<file path="src/rtl/exec_muldiv_stage_if.sv">
// exec_muldiv_stage_if: decode/write-back to execute-stage signal bundle.
// The master side drives the decoded instruction and the write-back port;
// the slave side (the execute stage) returns the registered ex_* results.
interface exec_muldiv_stage_if #(
  parameter int DW = 32,
  parameter int RW = 5
);
  logic          id_Valid;
  logic [5:0]    id_OpCode;
  logic [5:0]    id_ALUOp;
  logic [1:0]    id_ALUSrcSel;
  logic [4:0]    id_SHF;
  logic [RW-1:0] id_RS, id_RT, id_RD;
  logic          id_RegDestSel, id_RegWriteSel, id_MemRd, id_MemWr, id_MemRegSel;
  logic [DW-1:0] id_RFOutA, id_RFOutB, id_SignExtImm, id_ZeroExtImm;

  logic [DW-1:0] wr_Data;
  logic [RW-1:0] wr_RegDest;
  logic          wr_RegWriteSel;

  logic          ex_Stall;
  logic          ex_Valid, ex_RegWriteSel, ex_MemRd, ex_MemWr, ex_MemRegSel;
  logic [DW-1:0] ex_ALUOut, ex_OpB_pre;
  logic [RW-1:0] ex_RegDest;
  logic          mul_Busy;

  modport master (
    output id_Valid, id_OpCode, id_ALUOp, id_ALUSrcSel, id_SHF,
           id_RS, id_RT, id_RD,
           id_RegDestSel, id_RegWriteSel, id_MemRd, id_MemWr, id_MemRegSel,
           id_RFOutA, id_RFOutB, id_SignExtImm, id_ZeroExtImm,
           wr_Data, wr_RegDest, wr_RegWriteSel,
    input  ex_Stall, ex_Valid, ex_RegWriteSel, ex_MemRd, ex_MemWr, ex_MemRegSel,
           ex_ALUOut, ex_OpB_pre, ex_RegDest, mul_Busy
  );

  modport slave (
    input  id_Valid, id_OpCode, id_ALUOp, id_ALUSrcSel, id_SHF,
           id_RS, id_RT, id_RD,
           id_RegDestSel, id_RegWriteSel, id_MemRd, id_MemWr, id_MemRegSel,
           id_RFOutA, id_RFOutB, id_SignExtImm, id_ZeroExtImm,
           wr_Data, wr_RegDest, wr_RegWriteSel,
    output ex_Stall, ex_Valid, ex_RegWriteSel, ex_MemRd, ex_MemWr, ex_MemRegSel,
           ex_ALUOut, ex_OpB_pre, ex_RegDest, mul_Busy
  );
endinterface

</file>
<file path="src/rtl/exec_muldiv_stage.sv">
// exec_muldiv_stage: execute stage with operand forwarding, load-use stall,
// a single-cycle ALU and a multi-cycle multiply/divide unit that owns HI/LO.
//
// state | meaning
// IDLE  | nothing in flight; HI/LO readable, MTHI/MTLO and new MULT/DIV accepted
// RUN   | one shift-add (mul) or restoring shift-subtract (div) step per cycle
// FIX   | apply result signs, write HI/LO, return to IDLE
module exec_muldiv_stage #(
  parameter int DW = 32,
  parameter int RW = 5
) (
  input logic clock,
  input logic reset,
  exec_muldiv_stage_if.slave bus
);
  localparam int CW = $clog2(DW);

  typedef enum logic [1:0] {IDLE, RUN, FIX} state_t;

  state_t          state;
  logic [CW-1:0]   stepCount;
  logic [DW-1:0]   accHi, accLo, mdOpB, hi, lo;
  logic            opIsDiv, negQ, negR, divZero;

  logic            exValid, exRegWriteSel, exMemRd, exMemWr, exMemRegSel;
  logic [DW-1:0]   exALUOut, exOpBPre;
  logic [RW-1:0]   exRegDest;

  logic            isRType, isMulDiv, isSignedOp, isMfhi, isMflo, isMthi, isMtlo, isHiLoOp;
  logic            loadUse, busyStall, stall, accept;
  logic [RW-1:0]   regDest;
  logic [DW-1:0]   fwdA, fwdB, opB, aluOut, magA, magB, divDiff;
  logic [DW:0]     mulSum, divShift;
  logic            divGe;
  logic [2*DW-1:0] product, productFix;

  assign isRType    = bus.id_OpCode == 6'h00;
  assign isMulDiv   = isRType && bus.id_ALUOp[5:2] == 4'b0110;
  assign isSignedOp = ~bus.id_ALUOp[0];
  assign isMfhi     = isRType && bus.id_ALUOp == 6'h10;
  assign isMthi     = isRType && bus.id_ALUOp == 6'h11;
  assign isMflo     = isRType && bus.id_ALUOp == 6'h12;
  assign isMtlo     = isRType && bus.id_ALUOp == 6'h13;
  assign isHiLoOp   = isMulDiv | isMfhi | isMflo | isMthi | isMtlo;
  assign regDest    = bus.id_RegDestSel ? bus.id_RD : bus.id_RT;

  // Forwarding muxes: the instruction in EX wins over write-back; r0 never matches.
  always_comb begin
    fwdA = bus.id_RFOutA;
    fwdB = bus.id_RFOutB;
    if (bus.id_RS != '0 && exRegWriteSel && !exMemRd && exRegDest == bus.id_RS)
      fwdA = exALUOut;
    else if (bus.id_RS != '0 && bus.wr_RegWriteSel && bus.wr_RegDest == bus.id_RS)
      fwdA = bus.wr_Data;
    if (bus.id_RT != '0 && exRegWriteSel && !exMemRd && exRegDest == bus.id_RT)
      fwdB = exALUOut;
    else if (bus.id_RT != '0 && bus.wr_RegWriteSel && bus.wr_RegDest == bus.id_RT)
      fwdB = bus.wr_Data;
  end

  assign opB = (bus.id_ALUSrcSel == 2'b01) ? bus.id_SignExtImm :
               (bus.id_ALUSrcSel == 2'b10) ? bus.id_ZeroExtImm : fwdB;

  // A load result is not ready for one cycle; HI/LO users wait for the unit to drain.
  assign loadUse   = bus.id_Valid && exMemRd && exRegDest != '0 &&
                     (exRegDest == bus.id_RS || exRegDest == bus.id_RT);
  assign busyStall = bus.id_Valid && isHiLoOp && state != IDLE;
  assign stall     = loadUse | busyStall;
  assign accept    = bus.id_Valid & ~stall;

  // Single-cycle ALU: R-type decoded on funct, everything else on opcode.
  always_comb begin
    aluOut = fwdA + opB;
    if (isRType) begin
      case (bus.id_ALUOp)
        6'h00:        aluOut = opB << bus.id_SHF;
        6'h02:        aluOut = opB >> bus.id_SHF;
        6'h03:        aluOut = $signed(opB) >>> bus.id_SHF;
        6'h04:        aluOut = opB << fwdA[4:0];
        6'h06:        aluOut = opB >> fwdA[4:0];
        6'h07:        aluOut = $signed(opB) >>> fwdA[4:0];
        6'h22, 6'h23: aluOut = fwdA - opB;
        6'h24:        aluOut = fwdA & opB;
        6'h25:        aluOut = fwdA | opB;
        6'h26:        aluOut = fwdA ^ opB;
        6'h27:        aluOut = ~(fwdA | opB);
        6'h2A:        aluOut = DW'($signed(fwdA) < $signed(opB));
        6'h2B:        aluOut = DW'(fwdA < opB);
        default:      aluOut = fwdA + opB;
      endcase
    end else begin
      case (bus.id_OpCode)
        6'h0A:   aluOut = DW'($signed(fwdA) < $signed(opB));
        6'h0B:   aluOut = DW'(fwdA < opB);
        6'h0C:   aluOut = fwdA & opB;
        6'h0D:   aluOut = fwdA | opB;
        6'h0E:   aluOut = fwdA ^ opB;
        default: aluOut = fwdA + opB;
      endcase
    end
  end

  // Iteration datapath: accHi/accLo hold product or remainder/quotient.
  assign magA       = fwdA[DW-1] ? -fwdA : fwdA;
  assign magB       = opB[DW-1] ? -opB : opB;
  assign mulSum     = {1'b0, accHi} + (accLo[0] ? {1'b0, mdOpB} : '0);
  assign divShift   = {accHi, accLo[DW-1]};
  assign divGe      = divShift >= {1'b0, mdOpB};
  assign divDiff    = divShift[DW-1:0] - mdOpB;
  assign product    = {accHi, accLo};
  assign productFix = negQ ? -product : product;

  // Multiply/divide FSM plus HI/LO ownership, including MTHI/MTLO writes.
  always_ff @(posedge clock or posedge reset) begin
    if (reset) begin
      state     <= IDLE;
      stepCount <= '0;
      accHi     <= '0;
      accLo     <= '0;
      mdOpB     <= '0;
      hi        <= '0;
      lo        <= '0;
      opIsDiv   <= 1'b0;
      negQ      <= 1'b0;
      negR      <= 1'b0;
      divZero   <= 1'b0;
    end else begin
      case (state)
        IDLE: begin
          if (accept && isMulDiv) begin
            state     <= RUN;
            stepCount <= '0;
            accHi     <= '0;
            accLo     <= isSignedOp ? magA : fwdA;
            mdOpB     <= isSignedOp ? magB : opB;
            opIsDiv   <= bus.id_ALUOp[1];
            negQ      <= isSignedOp & (fwdA[DW-1] ^ opB[DW-1]);
            negR      <= isSignedOp & fwdA[DW-1];
            divZero   <= opB == '0;
          end else if (accept && isMthi) begin
            hi <= fwdA;
          end else if (accept && isMtlo) begin
            lo <= fwdA;
          end
        end
        RUN: begin
          if (opIsDiv) begin
            accHi <= divGe ? divDiff : divShift[DW-1:0];
            accLo <= {accLo[DW-2:0], divGe};
          end else begin
            accHi <= mulSum[DW:1];
            accLo <= {mulSum[0], accLo[DW-1:1]};
          end
          stepCount <= stepCount + 1'b1;
          if (stepCount == CW'(DW - 1)) state <= FIX;
        end
        FIX: begin
          if (opIsDiv) begin
            hi <= negR ? -accHi : accHi;
            lo <= divZero ? '1 : (negQ ? -accLo : accLo);
          end else begin
            hi <= productFix[2*DW-1:DW];
            lo <= productFix[DW-1:0];
          end
          state <= IDLE;
        end
        default: state <= IDLE;
      endcase
    end
  end

  // EX pipeline register: accepted instructions load it, otherwise a bubble.
  always_ff @(posedge clock or posedge reset) begin
    if (reset) begin
      exValid       <= 1'b0;
      exRegWriteSel <= 1'b0;
      exMemRd       <= 1'b0;
      exMemWr       <= 1'b0;
      exMemRegSel   <= 1'b0;
      exALUOut      <= '0;
      exOpBPre      <= '0;
      exRegDest     <= '0;
    end else if (accept) begin
      exValid       <= 1'b1;
      exRegWriteSel <= (isMfhi | isMflo) ? 1'b1 :
                       (isMulDiv | isMthi | isMtlo) ? 1'b0 : bus.id_RegWriteSel;
      exMemRd       <= bus.id_MemRd;
      exMemWr       <= bus.id_MemWr;
      exMemRegSel   <= bus.id_MemRegSel;
      exALUOut      <= isMfhi ? hi : isMflo ? lo : aluOut;
      exOpBPre      <= fwdB;
      exRegDest     <= regDest;
    end else begin
      exValid       <= 1'b0;
      exRegWriteSel <= 1'b0;
      exMemRd       <= 1'b0;
      exMemWr       <= 1'b0;
    end
  end

  assign bus.ex_Stall       = stall;
  assign bus.ex_Valid       = exValid;
  assign bus.ex_RegWriteSel = exRegWriteSel;
  assign bus.ex_MemRd       = exMemRd;
  assign bus.ex_MemWr       = exMemWr;
  assign bus.ex_MemRegSel   = exMemRegSel;
  assign bus.ex_ALUOut      = exALUOut;
  assign bus.ex_OpB_pre     = exOpBPre;
  assign bus.ex_RegDest     = exRegDest;
  assign bus.mul_Busy       = state != IDLE;
endmodule
</file>
<file path="src/flat_wrapper.sv">
// flat-port wrapper written by rule: the top's interface ports become plain ports
module exec_muldiv_stage_flat 
#(
  parameter int DW = 32,
  parameter int RW = 5
)
  (clock, reset, bus_id_Valid, bus_id_OpCode, bus_id_ALUOp, bus_id_ALUSrcSel, bus_id_SHF, bus_id_RS, bus_id_RT, bus_id_RD, bus_id_RegDestSel, bus_id_RegWriteSel, bus_id_MemRd, bus_id_MemWr, bus_id_MemRegSel, bus_id_RFOutA, bus_id_RFOutB, bus_id_SignExtImm, bus_id_ZeroExtImm, bus_wr_Data, bus_wr_RegDest, bus_wr_RegWriteSel, bus_ex_Stall, bus_ex_Valid, bus_ex_RegWriteSel, bus_ex_MemRd, bus_ex_MemWr, bus_ex_MemRegSel, bus_ex_ALUOut, bus_ex_OpB_pre, bus_ex_RegDest, bus_mul_Busy);
  exec_muldiv_stage_if #(.DW(DW), .RW(RW)) bus_i ();
  input logic clock;
  input logic reset;
  input wire logic [$bits(bus_i.id_Valid)-1:0] bus_id_Valid;
  input wire logic [$bits(bus_i.id_OpCode)-1:0] bus_id_OpCode;
  input wire logic [$bits(bus_i.id_ALUOp)-1:0] bus_id_ALUOp;
  input wire logic [$bits(bus_i.id_ALUSrcSel)-1:0] bus_id_ALUSrcSel;
  input wire logic [$bits(bus_i.id_SHF)-1:0] bus_id_SHF;
  input wire logic [$bits(bus_i.id_RS)-1:0] bus_id_RS;
  input wire logic [$bits(bus_i.id_RT)-1:0] bus_id_RT;
  input wire logic [$bits(bus_i.id_RD)-1:0] bus_id_RD;
  input wire logic [$bits(bus_i.id_RegDestSel)-1:0] bus_id_RegDestSel;
  input wire logic [$bits(bus_i.id_RegWriteSel)-1:0] bus_id_RegWriteSel;
  input wire logic [$bits(bus_i.id_MemRd)-1:0] bus_id_MemRd;
  input wire logic [$bits(bus_i.id_MemWr)-1:0] bus_id_MemWr;
  input wire logic [$bits(bus_i.id_MemRegSel)-1:0] bus_id_MemRegSel;
  input wire logic [$bits(bus_i.id_RFOutA)-1:0] bus_id_RFOutA;
  input wire logic [$bits(bus_i.id_RFOutB)-1:0] bus_id_RFOutB;
  input wire logic [$bits(bus_i.id_SignExtImm)-1:0] bus_id_SignExtImm;
  input wire logic [$bits(bus_i.id_ZeroExtImm)-1:0] bus_id_ZeroExtImm;
  input wire logic [$bits(bus_i.wr_Data)-1:0] bus_wr_Data;
  input wire logic [$bits(bus_i.wr_RegDest)-1:0] bus_wr_RegDest;
  input wire logic [$bits(bus_i.wr_RegWriteSel)-1:0] bus_wr_RegWriteSel;
  output wire logic [$bits(bus_i.ex_Stall)-1:0] bus_ex_Stall;
  output wire logic [$bits(bus_i.ex_Valid)-1:0] bus_ex_Valid;
  output wire logic [$bits(bus_i.ex_RegWriteSel)-1:0] bus_ex_RegWriteSel;
  output wire logic [$bits(bus_i.ex_MemRd)-1:0] bus_ex_MemRd;
  output wire logic [$bits(bus_i.ex_MemWr)-1:0] bus_ex_MemWr;
  output wire logic [$bits(bus_i.ex_MemRegSel)-1:0] bus_ex_MemRegSel;
  output wire logic [$bits(bus_i.ex_ALUOut)-1:0] bus_ex_ALUOut;
  output wire logic [$bits(bus_i.ex_OpB_pre)-1:0] bus_ex_OpB_pre;
  output wire logic [$bits(bus_i.ex_RegDest)-1:0] bus_ex_RegDest;
  output wire logic [$bits(bus_i.mul_Busy)-1:0] bus_mul_Busy;
  assign bus_i.id_Valid = bus_id_Valid;
  assign bus_i.id_OpCode = bus_id_OpCode;
  assign bus_i.id_ALUOp = bus_id_ALUOp;
  assign bus_i.id_ALUSrcSel = bus_id_ALUSrcSel;
  assign bus_i.id_SHF = bus_id_SHF;
  assign bus_i.id_RS = bus_id_RS;
  assign bus_i.id_RT = bus_id_RT;
  assign bus_i.id_RD = bus_id_RD;
  assign bus_i.id_RegDestSel = bus_id_RegDestSel;
  assign bus_i.id_RegWriteSel = bus_id_RegWriteSel;
  assign bus_i.id_MemRd = bus_id_MemRd;
  assign bus_i.id_MemWr = bus_id_MemWr;
  assign bus_i.id_MemRegSel = bus_id_MemRegSel;
  assign bus_i.id_RFOutA = bus_id_RFOutA;
  assign bus_i.id_RFOutB = bus_id_RFOutB;
  assign bus_i.id_SignExtImm = bus_id_SignExtImm;
  assign bus_i.id_ZeroExtImm = bus_id_ZeroExtImm;
  assign bus_i.wr_Data = bus_wr_Data;
  assign bus_i.wr_RegDest = bus_wr_RegDest;
  assign bus_i.wr_RegWriteSel = bus_wr_RegWriteSel;
  assign bus_ex_Stall = bus_i.ex_Stall;
  assign bus_ex_Valid = bus_i.ex_Valid;
  assign bus_ex_RegWriteSel = bus_i.ex_RegWriteSel;
  assign bus_ex_MemRd = bus_i.ex_MemRd;
  assign bus_ex_MemWr = bus_i.ex_MemWr;
  assign bus_ex_MemRegSel = bus_i.ex_MemRegSel;
  assign bus_ex_ALUOut = bus_i.ex_ALUOut;
  assign bus_ex_OpB_pre = bus_i.ex_OpB_pre;
  assign bus_ex_RegDest = bus_i.ex_RegDest;
  assign bus_mul_Busy = bus_i.mul_Busy;
  exec_muldiv_stage #(.DW(DW), .RW(RW)) u_core (.clock(clock), .reset(reset), .bus(bus_i));
endmodule
</file>
<file path="config.mk">
export PLATFORM = sky130hd
export DESIGN_NAME = exec_muldiv_stage_flat
export DESIGN_NICKNAME = d
export VERILOG_FILES = /design/src/rtl/exec_muldiv_stage_if.sv /design/src/rtl/exec_muldiv_stage.sv /design/src/flat_wrapper.sv
export SDC_FILE = /design/constraint.sdc
export NUM_CORES = 2
export LEC_CHECK = 0
export CAP_MARGIN = 20
export CORE_MARGIN = 2
export CORE_UTILIZATION = 40
export CTS_BUF_LIST = sky130_fd_sc_hd__clkbuf_16
export DETAILED_ROUTE_END_ITERATION = 12
export PLACE_DENSITY = 0.63
export SLEW_MARGIN = 10
export SYNTH_ARGS = -nofsm -noshare
export SYNTH_HDL_FRONTEND = slang
export SYNTH_SLANG_ARGS = --single-unit
</file>
<file path="constraint.sdc">
create_clock -name clock -period 9.7 [get_ports clock]
set_clock_uncertainty 0.2 [all_clocks]
set_input_delay 2.91 -clock clock [delete_from_list [all_inputs] [get_ports clock]]
set_output_delay 2.91 -clock clock [all_outputs]
set_load 0.01 [all_outputs]
</file>
==> metrics.txt <==
number of flops mapped to enable cells by yosys=0; critical path peak fanout=13; worst slew pin tran=around 1.2 ns; first drt pass iteration count=9; I/O pin total=approximately 280; area delta synth->final=19.2%; Routability Congestion=approximately 1.2; final instance area=38700 um^2; synthesized net count=around 4800; post-route clock period utilization=around 96%; number of DRC markers in iteration 0=~5300; CP required=roughly 10 ns; shortest clock period the worst path allows after layout=between 9 and 10 ns; via count=roughly 38000; final hold viol count=0; Crit. End Element=flop; Root Driver=clkbuf_16; crit path DAT=just under 10 ns; Synth area leader=dfrtp_1; Slew Limit Fails=0; first-pass GRT wire length=261000 um; Min Hold Slack=approximately 0.27 ns; Sum Neg Setup Slack=0 ns; startpoint types=primary input; worst reg-to-reg path cell count=20; Site Rows=between 100 and 150; top cell type's share of synthesized area=18.9%; Worst Hold Depth=2; Synth Warn #=0; fmax=107 MHz; routed vias/inst=between 6 and 7; DRT Wirelength=between 150000 and 200000 um; Post-CTS Repair Setup Buffers=0; Starting Density=around two fifths; CTS tree=done; worst skew pair latency=about 0.63 ns; Seq cells post-synth=245; Async SR Flop Fraction=100%; nets@finish=~5000; Wirelength per Cell=32.2 um; RSZ-0062 raised after global routing=false; worst vdd ir=between 0.1 and 0.15 mV; DP HPWL=~150000 um; DRC viols=0; Relative slew margins=roughly 18%; PostCTS Resize Cnt=0; Power Density=161 nW/um^2; chip height=about 290 um; most common cell in the netlist=o21ai_0; post-route ant nets=0; status=completed; prevailing post-synth register cell=dfrtp_1; Hold-fix buffers, CTS=0; clk slew on worst S/H paths=0.06 ns; H-tree Lvls=2; grt ovf=0; Bufs on Longest Clock Path=3; total CTS buffers=36; number of global-route vias before repair=roughly 36000; die width=between 200 and 300 um; number of library cell types mapped by synthesis=107; Final Setup Violations=0; Leakage Power=roughly 16 nW; number of max-cap violations=0; sequential element share of the synthesized area=between 10% and 20%; FILL cells=8128; syn avg cell area=approximately 7.4 um^2; Post-synth top cells=o21ai_0, nand2_1, nor2_1, a21oi_1, mux2i_1; Post-Syn Instances=approximately 4400; Synth Cell Area=~32000 um^2; top cells by area, synth=dfrtp_1, mux2i_1, o21ai_0, ha_1, a21oi_1; initial antenna violation count=14; Placed Area=~37000 um^2; layout cells sized above 1=a little over a tenth; die area=about 83000 um^2; worst hold path class=flop to flop; total track usage=43.1%; core area=slightly above 80000 um^2; largest net degree at the start of global routing=~140; Crit Path Class=primary input to flop; PortBufs=~280; Clock Sinks=approximately 250
## registers in the layout (all words and copies together), names as in the netlist
register,flops
u_core.bus.ex_Valid,1
u_core.accLo,32
u_core.accHi,32
u_core.bus.ex_ALUOut,32
u_core.bus.ex_RegWriteSel,1
u_core.state,2
u_core.bus.ex_MemRd,1
u_core.opIsDiv,1
u_core.bus.ex_OpB_pre,32
u_core.mdOpB,32
u_core.lo,32
u_core.negQ,1
u_core.divZero,1
u_core.hi,32
u_core.bus.ex_RegDest,5
u_core.bus.ex_MemWr,1
u_core.bus.ex_MemRegSel,1
u_core.negR,1
u_core.stepCount,5
## layout by cell type (no fill, tap or decap), drive strengths merged, types with 40 or more instances in the layout
cell | Yosys | final
a211oi | 88 | 88
clkdlybuf4s50 | 0 | 280
a21o | 57 | 57
mux2i | 310 | 310
o31ai | 40 | 40
buf | 93 | 273
or3 | 41 | 41
dfrtp | 245 | 245
o21a | 58 | 58
o211ai | 69 | 69
nand2 | 452 | 452
mux2 | 48 | 48
ha | 166 | 166
o21ai | 500 | 500
xnor2 | 180 | 180
nor2 | 400 | 400
a21oi | 349 | 349
a31oi | 78 | 78
o22ai | 61 | 61
xor2 | 48 | 48
nand3 | 107 | 107
inv | 146 | 152
nor3 | 93 | 93
## metal layers
layer	vias up	share of wire, %	GRT usage, %
met5	-	0.018	0.0568
met4	6	8.4	30.7
met2	2628	43	65.7
met3	673	11	11.9
li1	16733	-	-
met1	18290	38	52.4
## critical path: stages
cell,delay [ns]
clkdlybuf4s50_1,0.51
xor2_1,0.20
nor4_1,0.55
and2_2,0.47
buf_4,0.34
mux2i_1,0.13
o21ai_0,0.76
inv_1,0.23
ha_1,0.37
inv_1,0.04
a21o_1,0.20
or2_2,0.32
o221ai_1,0.33
a2111oi_0,0.18
buf_4,0.19
o31ai_1,0.42
nand3_1,0.25
a31oi_1,0.37
nor2_1,0.08
a221oi_1,0.31
a21oi_1,0.12
a221o_1,0.30
## metrics by stage
step                      util [%]  setup slack, ns  std cells  power [W]
final                         48.1            0.393       5764    0.00624
after global routing          48.0           0.0536       5755    0.00651
after CTS                     48.0            0.400       5749    0.00609
after detailed placement      46.5           -0.254       5685    0.00467
after global placement        46.4           -0.107       5683    0.00465
after floorplan                  -             1.38       4412    0.00343
## logic make-up (layout without fill, tap and decap cells)
group,after synthesis,count (layout),share of synthesized area (%)
compound gates,1588,1588,31.4
xor+xnor,228,228,6.15
fa+ha+maj,170,170,6.65
buf+inv,495,776,6.22
flops,245,245,18.9
mux,371,371,12.2
other cells,0,11,0
simple gates,1315,1315,18.5
## where the power goes
group	switching [W]	total, W	internal, W
logic	0.00195	0.00328	0.00133
registers	0.000377	0.00155	0.00117
clock network	0.000622	0.00142	0.000796
## final timing paths
path	from	end	slack, ns
setup / recovery	bus_id_RT[0]	u_core.bus.ex_ALUOut[27]	0.39
setup reg to reg	u_core.bus.ex_MemRd	u_core.bus.ex_ALUOut[30]	3.10
hold reg to reg	u_core.bus.ex_MemRegSel	u_core.bus.ex_MemRegSel	0.27
hold / removal	u_core.bus.ex_MemRegSel	u_core.bus.ex_MemRegSel	0.27
min in group asynchronous	reset	u_core.bus.ex_OpB_pre[30]	2.40
max in group asynchronous	reset	u_core.mdOpB[27]	5.18
## cell type report
type / count / area, um^2 / share of cell area (%)
inverter: 158 / 597 / 1.54
timing repair buffer: 554 / 4930 / 12.7
sequential: 245 / 6130 / 15.9
antenna: 11 / 27.5 / 0.0712
clock buffer: 36 / 901 / 2.33
clock inverter: 28 / 317 / 0.819
multi-input combinational: 3672 / 24400 / 63.2
tap: 1060 / 1330 / 3.43
No activity file was read; power rests on OpenSTA's default activity.
